File: config.mk
export PLATFORM = sky130hd
export DESIGN_NAME = dmem_arbiter
export DESIGN_NICKNAME = d
export VERILOG_FILES = /design/src/rtl/dmem_arbiter_pkg.sv /design/src/rtl/dmem_arbiter_rr.sv /design/src/rtl/dmem_arbiter.sv
export SDC_FILE = /design/constraint.sdc
export NUM_CORES = 1
export LEC_CHECK = 0
export BUFFER_PORTS_ARGS = -buffer_cell sky130_fd_sc_hd__buf_2
export CORE_AREA = 2 2 116 118
export CTS_BUF_LIST = sky130_fd_sc_hd__clkbuf_16
export CTS_CLUSTER_DIAMETER = 80
export DETAILED_ROUTE_END_ITERATION = 8
export DIE_AREA = 0 0 118 120
export GPL_TIMING_DRIVEN = 0
export PLACE_DENSITY = 0.68
export RECOVER_POWER = 50
export SETUP_SLACK_MARGIN = 0.1
export SLEW_MARGIN = 25
export SYNTH_ARGS = -nofsm -noshare
export SYNTH_HDL_FRONTEND = slang
export SYNTH_HIERARCHICAL = 1
export SYNTH_SLANG_ARGS = --single-unit
File: constraint.sdc
create_clock -name clk -period 1.85 [get_ports clk]
set_input_delay 0.0925 -clock clk [delete_from_list [all_inputs] [get_ports clk]]
set_output_delay 0.0925 -clock clk [all_outputs]
set_load 0.05 [all_outputs]
File: src/rtl/dmem_arbiter_pkg.sv
// Shared constants for the data-memory arbiter: FSM state encodings and port identifiers.
package dmem_arbiter_pkg;

    typedef logic [1:0] state_t;

    // One transaction at a time: accept, drive the memory, return the response.
    localparam state_t StIdle   = 2'd0;
    localparam state_t StAccess = 2'd1;
    localparam state_t StResp   = 2'd2;

    // Port identifiers double as the grant / last-grant encoding.
    localparam logic PortCpu = 1'b0;
    localparam logic PortDbg = 1'b1;

endpackage

File: src/rtl/dmem_arbiter_rr.sv
// Two-way arbiter: round-robin on last grant, or fixed priority for port 0.
module dmem_arbiter_rr
    import dmem_arbiter_pkg::*;
(
    input  logic [1:0] req_i,
    input  logic       last_grant_i,
    input  logic       fixed_prio_i,
    output logic       grant_o,
    output logic       grant_valid_o
);

    // Contention goes to the port not served last unless port 0 is pinned as winner.
    always_comb begin
        grant_valid_o = |req_i;
        if (&req_i && !fixed_prio_i) begin
            grant_o = ~last_grant_i;
        end else if (req_i[0]) begin
            grant_o = PortCpu;
        end else begin
            grant_o = PortDbg;
        end
    end

endmodule

File: src/rtl/dmem_arbiter.sv
// Shares a single-port data memory (1-cycle registered read, single-cycle write) between
// the CPU load/store port (0) and the debug/DMA port (1). Three cycles per transaction.
module dmem_arbiter
    import dmem_arbiter_pkg::*;
#(
    parameter int unsigned DATA_WIDTH = 32,
    parameter int unsigned ADDR_WIDTH = 32,
    parameter int unsigned MEM_WORDS  = 1024,
    parameter int unsigned FIXED_PRIO = 0
) (
    input  logic                  clk,
    input  logic                  reset,
    input  logic                  req0Valid,
    input  logic                  req0Write,
    input  logic [ADDR_WIDTH-1:0] req0Addr,
    input  logic [DATA_WIDTH-1:0] req0Data,
    output logic                  req0Ready,
    output logic                  rsp0Valid,
    output logic [DATA_WIDTH-1:0] rsp0Data,
    output logic                  rsp0Err,
    input  logic                  req1Valid,
    input  logic                  req1Write,
    input  logic [ADDR_WIDTH-1:0] req1Addr,
    input  logic [DATA_WIDTH-1:0] req1Data,
    output logic                  req1Ready,
    output logic                  rsp1Valid,
    output logic [DATA_WIDTH-1:0] rsp1Data,
    output logic                  rsp1Err,
    output logic [ADDR_WIDTH-1:0] memAddr,
    output logic [DATA_WIDTH-1:0] memDataIn,
    input  logic [DATA_WIDTH-1:0] memDataOut,
    output logic                  memEnable,
    output logic                  memReadNotWrite
);

    // Full-width compare: addresses beyond the array never alias into it.
    localparam logic [ADDR_WIDTH-1:0] MemLimit = ADDR_WIDTH'(MEM_WORDS);

    state_t                state_q, state_d;
    logic                  port_q, port_d;
    logic                  write_q, write_d;
    logic [ADDR_WIDTH-1:0] addr_q, addr_d;
    logic [DATA_WIDTH-1:0] data_q, data_d;
    logic                  err_q, err_d;
    logic                  last_grant_q, last_grant_d;

    logic grant;
    logic grant_valid;
    logic in_range;
    logic accept;

    dmem_arbiter_rr u_rr (
        .req_i         ({req1Valid, req0Valid}),
        .last_grant_i  (last_grant_q),
        .fixed_prio_i  (FIXED_PRIO != 0),
        .grant_o       (grant),
        .grant_valid_o (grant_valid)
    );

    assign in_range = (addr_q < MemLimit);
    assign accept   = req0Ready | req1Ready;

    // Next-state: latch the granted request in IDLE, record the range error in ACCESS.
    always_comb begin
        state_d      = state_q;
        port_d       = port_q;
        write_d      = write_q;
        addr_d       = addr_q;
        data_d       = data_q;
        err_d        = err_q;
        last_grant_d = last_grant_q;
        case (state_q)
            StIdle: begin
                if (accept) begin
                    port_d       = grant;
                    write_d      = (grant == PortDbg) ? req1Write : req0Write;
                    addr_d       = (grant == PortDbg) ? req1Addr : req0Addr;
                    data_d       = (grant == PortDbg) ? req1Data : req0Data;
                    err_d        = 1'b0;
                    last_grant_d = grant;
                    state_d      = StAccess;
                end
            end
            StAccess: begin
                err_d   = ~in_range;
                state_d = StResp;
            end
            StResp: begin
                state_d = StIdle;
            end
            default: begin
                state_d = StIdle;
            end
        endcase
    end

    // State registers; reset leaves port 1 as last grant so port 0 wins first contention.
    always_ff @(posedge clk) begin
        if (reset) begin
            state_q      <= StIdle;
            port_q       <= PortCpu;
            write_q      <= 1'b0;
            addr_q       <= '0;
            data_q       <= '0;
            err_q        <= 1'b0;
            last_grant_q <= PortDbg;
        end else begin
            state_q      <= state_d;
            port_q       <= port_d;
            write_q      <= write_d;
            addr_q       <= addr_d;
            data_q       <= data_d;
            err_q        <= err_d;
            last_grant_q <= last_grant_d;
        end
    end

    // Outputs are gated by reset so a held reset never writes memory or handshakes.
    always_comb begin
        req0Ready       = 1'b0;
        req1Ready       = 1'b0;
        rsp0Valid       = 1'b0;
        rsp1Valid       = 1'b0;
        rsp0Data        = '0;
        rsp1Data        = '0;
        rsp0Err         = 1'b0;
        rsp1Err         = 1'b0;
        memAddr         = '0;
        memDataIn       = '0;
        memEnable       = 1'b0;
        memReadNotWrite = 1'b1;
        if (!reset) begin
            case (state_q)
                StIdle: begin
                    req0Ready = grant_valid && (grant == PortCpu) && req0Valid;
                    req1Ready = grant_valid && (grant == PortDbg) && req1Valid;
                end
                StAccess: begin
                    memAddr   = addr_q;
                    memDataIn = data_q;
                    if (in_range) begin
                        memEnable       = 1'b1;
                        memReadNotWrite = ~write_q;
                    end
                end
                StResp: begin
                    if (port_q == PortDbg) begin
                        rsp1Valid = 1'b1;
                        rsp1Data  = (!write_q && !err_q) ? memDataOut : '0;
                        rsp1Err   = err_q;
                    end else begin
                        rsp0Valid = 1'b1;
                        rsp0Data  = (!write_q && !err_q) ? memDataOut : '0;
                        rsp0Err   = err_q;
                    end
                end
                default: begin
                end
            endcase
        end
    end

endmodule

=== Word level (Yosys, flattened, before mapping) ===
Index checks and enable logic that the tools add are counted.

* Bits in registers: 70
* Input bits: 166
* Logic and storage cells: 71

* Reductions and logical operators: 13
* Eq/ne operators: 3
* Bitwise gates (word level): 5
* Order comparisons: 1
* Multiplexer cells: 42

{| class="wikitable"
|+ Operator list
! cell !! number
|-
| two-way mux 32 bit || 13
|-
| < comparator 32 x 11 -> 1 bit, second input constant || 1
|-
| two-way mux 1 bit || 26
|-
| AND reduction 2 bit || 3
|-
| logical AND 1 bit || 5
|-
| NOT 1 bit || 4
|-
| case mux 2 bit (2 select lines) || 1
|-
| equality test 2 x 1 -> 1 bit, second input constant || 1
|-
| equality test 2 bit, second input constant || 1
|-
| logical NOT 1 bit || 2
|-
| logical NOT 2 bit || 1
|-
| two-way mux 2 bit || 1
|-
| inequality test 2 bit, second input constant || 1
|-
| case mux 1 bit (2 select lines) || 1
|-
| nonzero test 2 bit || 1
|-
| OR reduction 2 bit || 1
|-
| OR 1 bit || 1
|}

=== Depth between registers and ports, before layout ===
Gate-level depths: netlist (run 1).

* Depth after elaboration: 10
* Mapped depth: 8
* Mapped depth without buffers: 5

=== Hierarchy ===
The synthesis (run 1) kept the hierarchy.

{| class="wikitable"
|+ Modules (own cells, without submodules)
! module !! cells an instance !! sequential area each (µm²) !! times used !! area an instance (µm²)
|-
| dmem_arbiter || 480 || 1401.3 || 1 || 4366.7
|-
| dmem_arbiter_rr || 3 || 0.0 || 1 || 22.5
|}

=== Worst setup path after synthesis (run 1) ===
Ideal clock, no wire load.

* Path type: register to output
* Start point: register state_q[0]
* End point: output port rsp0Data[23]
* Buffers on the path: 1
* Cell stages (with the launch flop): 4
* Arrival time: 1.927 ns
* Path slack: -0.170 ns
* Path through: dfxtp_1 nor4b_2 clkbuf_1 and3_1

* Cells in the longest elaborated chain, start to end: 3

{| class="wikitable"
|+ RTL lines
! what !! RTL line !! source
|-
| start: declaration || dmem_arbiter.sv:39 || <nowiki>state_t state_q, state_d;</nowiki>
|-
| start signal: assignment || dmem_arbiter.sv:100 || <nowiki>state_q <= StIdle;</nowiki>
|-
| start signal: assignment || dmem_arbiter.sv:108 || <nowiki>state_q <= state_d;</nowiki>
|-
| equality test 2 bit || dmem_arbiter.sv:133 || <nowiki>case (state_q)</nowiki>
|-
| two-way mux 32 bit || dmem_arbiter.sv:133 ||
|-
| two-way mux 32 bit || dmem_arbiter.sv:132 || <nowiki>if (!reset) begin</nowiki>
|-
| end: declaration || dmem_arbiter.sv:19 || <nowiki>output logic [DATA_WIDTH-1:0] rsp0Data,</nowiki>
|}

Every way passes these cells.

=== Worst setup path in the final report (run 1) ===
* Start point: register state_q[0]
* End point: output port rsp1Data[1]

* Cells in the longest elaborated chain, start to end: 3

{| class="wikitable"
|+ RTL lines
! what !! RTL line !! source
|-
| equality test 2 bit || dmem_arbiter.sv:133 ||
|-
| two-way mux 32 bit || dmem_arbiter.sv:133 ||
|-
| two-way mux 32 bit || dmem_arbiter.sv:132 ||
|-
| end: declaration || dmem_arbiter.sv:27 || <nowiki>output logic [DATA_WIDTH-1:0] rsp1Data,</nowiki>
|}

Every way passes these cells.

==> metrics.md, run 1 <==
| Metric | Value |
|---|---|
| Largest net degree at the start of global routing | `13` |
| Failing checks | `negative setup slack` |
| GR Util All Layers | `25.4%` |
| Crit end category | `primary output` |
| Core ar. | `13,000 um^2` |
| Slew Limit Fails | `0` |
| GR Overflow Total | `0` |
| Yosys top cell area share | `about a third` |
| Worst-Margin Slew | `0.731 ns` |
| Io pins | `just over 300` |
| Power per Cell Area | `547 nW/um^2` |
| Setup CP Type | `reg2out` |
| Rows | `42` |
| Fmax | `0.521 GHz` |
| Initial core utilization | `33.8%` |
| Min Tclk post-route | `1.92 ns` |
| DR pass1 iterations | `4` |
| Global-route wire length before repair | `28.1 mm` |
| Setup Skew | `0.00514 ns` |
| Root Buffer | `clkbuf_16` |
| CTS tree | `yes` |
| Total Routed Length | `22.0 mm` |
| Vias in the first global route | `between 5,000 and 6,000` |
| Synth-to-layout area growth | `102%` |
| Max Cap Viol | `0` |
| Via count | `5,434` |
| Post-DR wirelength/cell | `21.6 um` |
| Clk slew on worst S/H paths | `~0.060 ns` |
| Die X | `118 um` |
| Worst Path Required | `1.76 ns` |
| Nets@finish | `~1,000` |
| Number of antenna diodes | `0` |
| Final worst-path cycle share | `104%` |
| Initial antenna violation count | `0` |
| Ys Warns | `6` |
| Setup ws final | `-0.0705 ns` |
| Status | `complete, but fails checks` |
| Distinct cells, synth | `32` |
| Synth Register Bits | `70` |
| RSZ-0062 raised after global routing | `yes` |
| Commonest cells after routing, fill and taps aside | `buf_2, buf_8, dfxtp_1` |
| Critical Path Start Type | `flip-flop` |
| Async SR Flop Fraction | `0%` |
| Non-filler instance count after layout | `roughly 1,000` |
| Worst Path Max Fanout | `5` |
| Post-Synthesis Cells | `483` |
| Core Util, Final | `68.2%` |
| Synth area leader | `dfxtp_1` |
| Pre-CTS WS | `-0.343 ns` |
| Layout cells sized above 1 | `71.5%` |
| CTS Buf Count | `9` |
| Number of port buffers | `300` |
| Critical path arrival | `1.83 ns` |
| Final Hold Fails | `0` |
| Commonest non-fill, non-tap cell in the layout | `buf_2` |
| Htree depth | `3` |
| EDFF count, synth | `0` |
| WHS | `0.0848 ns` |
| Slew margin rel. | `between 50% and 60%` |
| Syn avg cell area | `just over 9 um^2` |
| Final HPWL DP | `13.0 mm` |
| Syn_nets | `roughly 650` |
| Via density | `around 5.3` |
| Sinks on Clock Net | `70` |
| Drc violations | `0` |
| ANT nets after route | `0` |
| Gpl congestion | `0.908` |
| # placed instances | `approximately 960` |
| # setup viols final | `21` |
| Max Buffers Root-to-Sink | `2` |
| Leakage | `4.03 nW` |
| VDD IR-drop max | `0.483 mV` |
| Most used DFF post-synth | `dfxtp_1` |
| Die ar. | `approximately 14,000 um^2` |
| Clk_lat worst skew | `approximately 0.34 ns` |
| Top area cells in the synthesized netlist | `dfxtp_1, mux2i_1, a211oi_2, and2_1, and3_1` |
| Die Y | `120 um` |
| Post-synthesis cell area | `4390 um^2` |
| Filler cell count | `1,000` |
| First-iteration detailed-routing DRC count | `360` |
| Worst hold path class | `in2reg` |
| Seq/Total Area, Yosys | `31.9%` |
==> metrics by stage <==
step	TNS (ns)	total power [mW]	cell area, um^2
after floorplan	0	2.37	4400
after global placement	-15.17	2.74	6120
after detailed placement	-17.82	2.75	6120
after CTS	-0.0158	4.72	8010
after global routing	-1.16	5.02	8860
final	-0.472	4.85	8860
==> final cells by class <==
| cell class | count | area [um^2] | share of cell area [%] |
|---|---|---|---|
| inverter | 4 | 15.0 | 0.169 |
| tap | 176 | 220 | 2.49 |
| clock buffer | 9 | 225 | 2.54 |
| clock inverter | 7 | 65.1 | 0.734 |
| sequential | 70 | 1410 | 15.9 |
| timing repair buffer | 344 | 3080 | 34.7 |
| buffer | 53 | 519 | 5.86 |
| multi-input combinational | 354 | 3320 | 37.5 |
==> per-layer routing <==
metal	routed length (um)	global-route usage, %
met2	11500	47.1
met3	1260	5.51
met5	0	0
met4	1400	9.56
met1	7840	28.4
==> state kept, by name, indices dropped and copies added (netlist names) <==
name	count
write_q	1
state_q	2
data_q	32
port_q	1
last_grant_q	1
addr_q	32
err_q	1
==> cells by family after synthesis <==
group | share of synthesized area, %
mux | 15.2
other cells | 0.0854
flops | 31.9
buf+inv | 6.64
simple gates | 22.2
compound gates | 24.0
==> Yosys cell counts, types with 5 or more instances <==
library cell,count
nor4_1,5
a21oi_1,66
buf_4,6
and3_1,65
buf_2,11
dfxtp_1,70
a211oi_2,40
and2_1,67
mux2i_1,65
clkbuf_1,34
a211oi_1,25
==> power by group <==
| part | switching, mW | leakage, nW | internal (mW) |
|---|---|---|---|
| registers | 0.100 | 0.576 | 1.62 |
| logic | 0.762 | 3.31 | 0.642 |
| clock network | 0.683 | 0.141 | 1.03 |
==> final timing paths <==
check,start,endpoint,slack [ns],cells past startpoint
hold reg to reg,port_q,port_q,0.51,2
setup reg to reg,last_grant_q,addr_q[13],0.03,7
setup / recovery,state_q[0],rsp1Data[1],-0.07,4
hold / removal,req1Valid,port_q,0.08,3
==> worst max-delay path: stages (launching register included) <==
cell and delay [ns]:
dfxtp_4 0.38, and4bb_2 0.51, clkbuf_1 0.22, and3_4 0.22, buf_8 0.14
==> timing repair <==
item                                    CTS  global route
setup buffers                            25             5
resized for setup                       404           253
endpoints found under the setup margin  203           188
hold buffers                              0             0
pin swaps                                35            62
endpoints found under the hold margin     0             0
cloned                                    7             9
No activity file was read; power rests on OpenSTA's default activity.
==> run 2: changes to the inputs <==
Settings changed: REMOVE_ABC_BUFFERS from default to 1.
==> run 2 against run 1 <==
Effect of this change: the run still ends with negative setup slack left; via count increased by 0.33%; hold slack improved by 0.011 ns; first-iteration DRC count unchanged; setup slack worse by 0.043 ns; sequential power is essentially flat; cell area shrank 3.5%; sequential cell count unchanged; sequential share of layout area is 0.63 points higher; routed wire length decreased by 1.7%; register-to-register slack worse by 0.07 ns.
==> metrics.md, run 2 (synthesized netlist as in run 1, its figures left out) <==
| Metric | Value |
|---|---|
| Number of port buffers | `301 (was 300)` |
| Failing checks | `negative setup slack (unchanged)` |
| Critical Path Start Type | `flip-flop (unchanged)` |
| Cts hold-fix bufs | `0 (unchanged)` |
| Total Routed Length | `21.6 mm (was 22.0 mm)` |
| Max Buffers Root-to-Sink | `2 (unchanged)` |
| Global-route wire length before repair | `25.5 mm (was 28.1 mm)` |
| First-iteration detailed-routing DRC count | `360 (unchanged)` |
| Commonest non-fill, non-tap cell in the layout | `buf_2 (unchanged)` |
| Layout cells sized above 1 | `66.7% (was 71.5%)` |
| Initial core utilization | `33.8% (unchanged)` |
| Status | `complete, but fails checks (unchanged)` |
| Worst Path Required | `1.76 ns (about the same)` |
| Gpl congestion | `0.843 (was 0.908)` |
| Pre-CTS WS | `-1.04 ns (was -0.343 ns)` |
| CP max-delay cell | `or4_4 (was and4bb_2)` |
| Die ar. | `14,200 um^2 (unchanged)` |
| Post-DR wirelength/cell | `21.2 um (was 21.6 um)` |
| Setup Skew | `0.00437 ns (was 0.00514 ns)` |
| GR Overflow Total | `0 (unchanged)` |
| Via count | `5,452 (was 5,434)` |
| Sinks on Clock Net | `70 (unchanged)` |
| RSZ-0062 raised after global routing | `yes (unchanged)` |
| Number of antenna diodes | `0 (unchanged)` |
| Clk_lat worst skew | `0.33 ns (was 0.34 ns)` |
| Drc violations | `0 (unchanged)` |
| Final Hold Fails | `0 (unchanged)` |
| Slew margin rel. | `65.1% (was 51.2%)` |
| CP delay by family, top | `simple AND/OR/NAND/NOR gates (unchanged)` |
| Rows | `42 (unchanged)` |
| Final HPWL DP | `10.7 mm (was 13.0 mm)` |
| ANT nets after route | `0 (unchanged)` |
| CTS tree | `yes (unchanged)` |
| CP cell instances | `or4_4 > nor4_4 > nand4_1 > buf_6 (was and4bb_2 > clkbuf_1 > and3_4 > buf_8)` |
| Vias in the first global route | `4,628 (was 5,142)` |
| Critical path arrival | `1.87 ns (was 1.83 ns)` |
| Htree depth | `3 (unchanged)` |
| Commonest cells after routing, fill and taps aside | `buf_2, buf_4, dfxtp_1 (was buf_2, buf_8, dfxtp_1)` |
| Setup CP Type | `reg2out (unchanged)` |
| CTS Buf Count | `9 (unchanged)` |
| Worst Path Max Fanout | `3 (was 5)` |
| VDD IR-drop max | `0.535 mV (was 0.483 mV)` |
| Top Registers | `addr_q x32, data_q x32, state_q x2 (unchanged)` |
| Worst-Margin Slew | `0.522 ns (was 0.731 ns)` |
| Largest net degree at the start of global routing | `39 (was 13)` |
| Max Cap Viol | `0 (unchanged)` |
| Initial antenna violation count | `1 (was 0)` |
| Total power | `5.02 mW (was 4.85 mW)` |
| Setup ws final | `-0.113 ns (was -0.0705 ns)` |
| Worst hold path class | `in2reg (unchanged)` |
| Slew Limit Fails | `0 (unchanged)` |
| Final worst-path cycle share | `106% (was 104%)` |
| Fmax | `0.509 GHz (was 0.521 GHz)` |
| Die X | `118 um (unchanged)` |
| Min Tclk post-route | `1.96 ns (was 1.92 ns)` |
| GR Util All Layers | `23.0% (was 25.4%)` |
| Synth-to-layout area growth | `94.7% (was 102%)` |
| Leakage | `4.07 nW (was 4.03 nW)` |
| Die Y | `120 um (unchanged)` |
| Power per Cell Area | `588 nW/um^2 (was 547 nW/um^2)` |
| Crit end category | `primary output (unchanged)` |
| Core ar. | `13,000 um^2 (unchanged)` |
| Largest stage delay, worst path | `0.56 ns (was 0.51 ns)` |
| DR pass1 iterations | `4 (unchanged)` |
| CP bufs+invs | `1 (was 2)` |
| Via density | `5.35 (was 5.34)` |
| Clk slew on worst S/H paths | `0.06 ns (about the same)` |
| Io pins | `302 (unchanged)` |
| # setup viols final | `34 (was 21)` |
| Nets@finish | `1,004 (was 1,002)` |
| Root Buffer | `clkbuf_16 (unchanged)` |
[run 2: cell count changes in the layout (fill, tap and decap cells not counted), moves of 35 or more]
| cell | change |
|---|---|
| and3_4 | -35 |
| and2_1 | +41 |
| buf_4 | +52 |
| and2_4 | -39 |
| and3_1 | +35 |
| buf_8 | -79 |
[run 2: final cells by class]
cell class	count	area [um^2]
clock buffer	9	225
clock inverter	7	56.3
fill	1003	4440
inverter	4	15.0
multi-input combinational	369	3470
sequential	70	1420
tap	176	220
timing repair buffer	384	3140
[run 2: worst min-delay path: stages]
cell	delay, ns
buf_2	0.09
mux2i_1	0.11
a211oi_1	0.08
[run 2: worst paths after layout]
| check | endpoint | cells past startpoint | slack, ns | start |
|---|---|---|---|---|
| min reg2reg | data_q[0] | 2 | 0.52 | data_q[0] |
| max reg2reg | addr_q[15] | 6 | -0.04 | last_grant_q |
| max | memReadNotWrite | 4 | -0.11 | addr_q[17] |
| min | data_q[0] | 3 | 0.1 | req0Data[0] |
[run 2: metal layers]
layer / vias to the layer above / GRT usage (%) / share of wire (%)
met4: 2 / 7.68 / 3.3
met2: 297 / 40.9 / 51
met5: - / 0 / 0.074
met1: 2597 / 26.5 / 39
met3: 47 / 6.37 / 6.9
li1: 2509 / - / -
[run 2: timing repair]
item	in CTS	in global routing
endpoints found under the setup margin	203	200
pin swaps	49	66
resized for setup	151	231
gates cloned	8	24
buffers inserted	20	36
[run 2: power breakdown]
part	internal (mW)	leakage, nW	switching [mW]
Combinational	0.788	3.35	0.844
Clock	1.02	0.145	0.658
Sequential	1.62	0.576	0.0885
Total	3.43	4.07	1.59
[run 2: through the flow]
step | TNS (ns) | hold WS [ns] | cell area [um^2] | instances | util (%)
final | -0.690 | 0.0961 | 8540 | 1019 | 65.8
after global routing | -6.39 | 0.109 | 8540 | 1019 | 65.8
after CTS | -0.0574 | 0.0890 | 7190 | 963 | 55.4
after detailed placement | -67.71 | 0.446 | 6100 | 920 | 47.0
after global placement | -800.29 | 0.444 | 5840 | 904 | 45.0
after floorplan | -488.72 | 0.157 | 4110 | 427 | -
==> run 3: changes to the inputs <==
Settings changed: GPL_TIMING_DRIVEN 0 to default.
==> run 3 against run 2 <==
Effect of this change: the flow still finishes with violations (negative setup slack); global-route usage is 2.8 points lower; routed wire length is 12% lower; setup slack better by 0.040 ns; power is 6.2% lower; non-clock buffer count is 18 lower; combinational power is 21% lower; sequential power hardly changed; clock power is 4% higher; via count is 4.9% lower.
==> metrics.md, run 3 (synthesized netlist as in run 1, its figures left out) <==
| Metric | Value |
|---|---|
| Clk slew on worst S/H paths | `0.06 ns (about the same)` |
| Clock power frac | `36.8% (was 33.4%)` |
| Sinks on Clock Net | `70 (unchanged)` |
| Clk_lat worst skew | `0.33 ns (about the same)` |
| Htree depth | `3 (unchanged)` |
| Largest net degree at the start of global routing | `65 (was 39)` |
| Initial core utilization | `33.8% (unchanged)` |
| DR pass1 iterations | `4 (unchanged)` |
| Drc violations | `0 (unchanged)` |
| Top Registers | `addr_q x32, data_q x32, state_q x2 (unchanged)` |
| Initial antenna violation count | `0 (was 1)` |
| Rows | `42 (unchanged)` |
| Status | `complete, but fails checks (unchanged)` |
| GR Util All Layers | `20.2% (was 23.0%)` |
| Final Hold Fails | `0 (unchanged)` |
| Post-DR wirelength/cell | `19.3 um (was 21.2 um)` |
| Total power | `4.71 mW (was 5.02 mW)` |
| Largest stage delay, worst path | `0.55 ns (was 0.56 ns)` |
| Commonest cells after routing, fill and taps aside | `buf_2, buf_8, dfxtp_1 (was buf_2, buf_4, dfxtp_1)` |
| Worst hold path class | `in2reg (unchanged)` |
| # placed instances | `922 (was 920)` |
| Non-filler instance count after layout | `985 (was 1,019)` |
| VDD IR-drop max | `0.444 mV (was 0.535 mV)` |
| Core ar. | `13,000 um^2 (unchanged)` |
| Critical Path Start Type | `flip-flop (unchanged)` |
| Max Cap Viol | `0 (unchanged)` |
| CP delay by family, top | `simple AND/OR/NAND/NOR gates (unchanged)` |
| Cts hold-fix bufs | `0 (unchanged)` |
| Via density | `5.26 (was 5.35)` |
| Switching power total | `1.44 mW (was 1.59 mW)` |
| Number of port buffers | `301 (unchanged)` |
| First-iteration detailed-routing DRC count | `259 (was 360)` |
| Switch share | `30.6% (was 31.7%)` |
| Total Routed Length | `19.0 mm (was 21.6 mm)` |
| Setup ws final | `-0.0732 ns (was -0.113 ns)` |
| Gpl congestion | `0.829 (was 0.843)` |
| CP bufs+invs | `2 (was 1)` |
| Slew Limit Fails | `0 (unchanged)` |
| Final HPWL DP | `10.9 mm (was 10.7 mm)` |
| FF/Latch Area | `1410 um^2 (was 1420 um^2)` |
| Final worst-path cycle share | `104% (was 106%)` |
| Global-route wire length before repair | `22.9 mm (was 25.5 mm)` |
| ANT nets after route | `0 (unchanged)` |
| CP cell instances | `or4_4 > nor4_2 > buf_4 > and3_4 > buf_8 (was or4_4 > nor4_4 > nand4_1 > buf_6)` |
| Fmax | `0.520 GHz (was 0.509 GHz)` |
| GR Overflow Total | `0 (unchanged)` |
| Vias in the first global route | `4,473 (was 4,628)` |
| Int Power | `3.27 mW (was 3.43 mW)` |
| Power per Cell Area | `564 nW/um^2 (was 588 nW/um^2)` |
| Root Buffer | `clkbuf_16 (unchanged)` |
| Max Buffers Root-to-Sink | `2 (unchanged)` |
| Via count | `5,185 (was 5,452)` |
| Failing checks | `negative setup slack (unchanged)` |
| Total Neg Setup Slack | `-0.718 ns (was -0.690 ns)` |
| Number of antenna diodes | `0 (unchanged)` |
| Layout cells sized above 1 | `63.2% (was 66.7%)` |
| CP max-delay cell | `or4_4 (unchanged)` |
| Setup Skew | `0.00826 ns (was 0.00437 ns)` |
| Leakage | `3.93 nW (was 4.07 nW)` |
| Crit end category | `primary output (unchanged)` |
| Power share of the sequential group | `36.1% (was 34.1%)` |
| Min Tclk post-route | `1.92 ns (was 1.96 ns)` |
| Die X | `118 um (unchanged)` |
| Worst Path Required | `1.76 ns (about the same)` |
| Area of the multi-input gates | `3010 um^2 (was 3470 um^2)` |
| CTS Buf Count | `9 (unchanged)` |
| WHS | `0.0971 ns (was 0.0961 ns)` |
| Commonest non-fill, non-tap cell in the layout | `buf_2 (unchanged)` |
| Pre-CTS WS | `0.0519 ns (was -1.04 ns)` |
| Nets@finish | `970 (was 1,004)` |
| Die ar. | `14,200 um^2 (unchanged)` |
| Die Y | `120 um (unchanged)` |
| Filler cell count | `1,015 (was 1,003)` |
| CTS tree | `yes (unchanged)` |
| Synth-to-layout area growth | `90.2% (was 94.7%)` |
| Setup CP Type | `reg2out (unchanged)` |
| Critical path arrival | `1.83 ns (was 1.87 ns)` |
| # setup viols final | `26 (was 34)` |
| Worst Path Max Fanout | `3 (unchanged)` |
| Worst-Margin Slew | `0.783 ns (was 0.522 ns)` |
| Io pins | `302 (unchanged)` |
| Combinational share of power | `27.1% (was 32.5%)` |
| Slew margin rel. | `47.8% (was 65.1%)` |
| RSZ-0062 raised after global routing | `yes (unchanged)` |
[run 3: cell count changes in the layout (fill, tap and decap cells not counted), moves of 10 or more]
cell	delta
a21oi_2	-17
and3_4	+11
and3_1	-11
and2_4	+35
buf_6	+29
a21oi_1	+20
buf_2	-30
a211oi_2	-22
buf_8	+40
mux2i_2	-10
a211oi_1	+22
mux2i_1	+17
and2_1	-37
buf_4	-54
[run 3: what timing repair did]
action / CTS / global route
pin swaps: 2 / 56
buffers inserted: 6 / 24
gates cloned: 1 / 16
endpoints found under the setup margin: 165 / 152
gates resized for setup: 81 / 417
[run 3: area by class of cell]
type                            instances  area share, %
Timing Repair Buffer                  366           40.7
Multi-Input combinational cell        353           36.0
Sequential cell                        70           16.8
Clock buffer                            9           2.70
Tap cell                              176           2.64
Clock inverter                          7          0.884
Inverter                                4          0.180
[run 3: worst reg2reg max path, stage by stage (launching register included)]
cell and delay [ns]:
dfxtp_1 0.31, o31ai_1 0.32, mux2_1 0.48, and2_4 0.27, clkbuf_16 0.22, a211oi_2 0.20
[run 3: power by group through the flow]
stage | Clock (mW) | Combinational [mW] | Sequential (mW)
2_1_floorplan | 0 | 0.612 | 1.70
3_3_place_gp | 0 | 1.01 | 1.72
3_5_place_dp | 0 | 1.03 | 1.72
4_1_cts | 1.77 | 1.07 | 1.69
5_1_grt | 1.85 | 1.36 | 1.71
6_report | 1.74 | 1.28 | 1.70
[run 3: metal layers]
layer	global-route usage, %	vias to the layer above	share of wire, %
met5	0	-	0
met4	6.93	0	3.1
met3	5.94	40	6.2
met2	35.6	232	53
met1	23.3	2493	38
li1	-	2420	-
[run 3: worst paths after layout]
check                                   from  slack, ns  depth (start not counted)         end
worst max-delay path              addr_q[16]      -0.07                          5   memEnable
worst min-delay path               req1Valid        0.1                          3      port_q
worst max register to register  last_grant_q      -0.02                          5  data_q[21]
worst min register to register     data_q[4]       0.51                          2   data_q[4]
[run 3: stage by stage]
stage / util (%) / area, um^2
floorplan: - / 4110
global placement: 47.2 / 6120
detailed placement: 47.2 / 6120
CTS: 51.7 / 6710
global route: 64.3 / 8350
finish: 64.3 / 8350
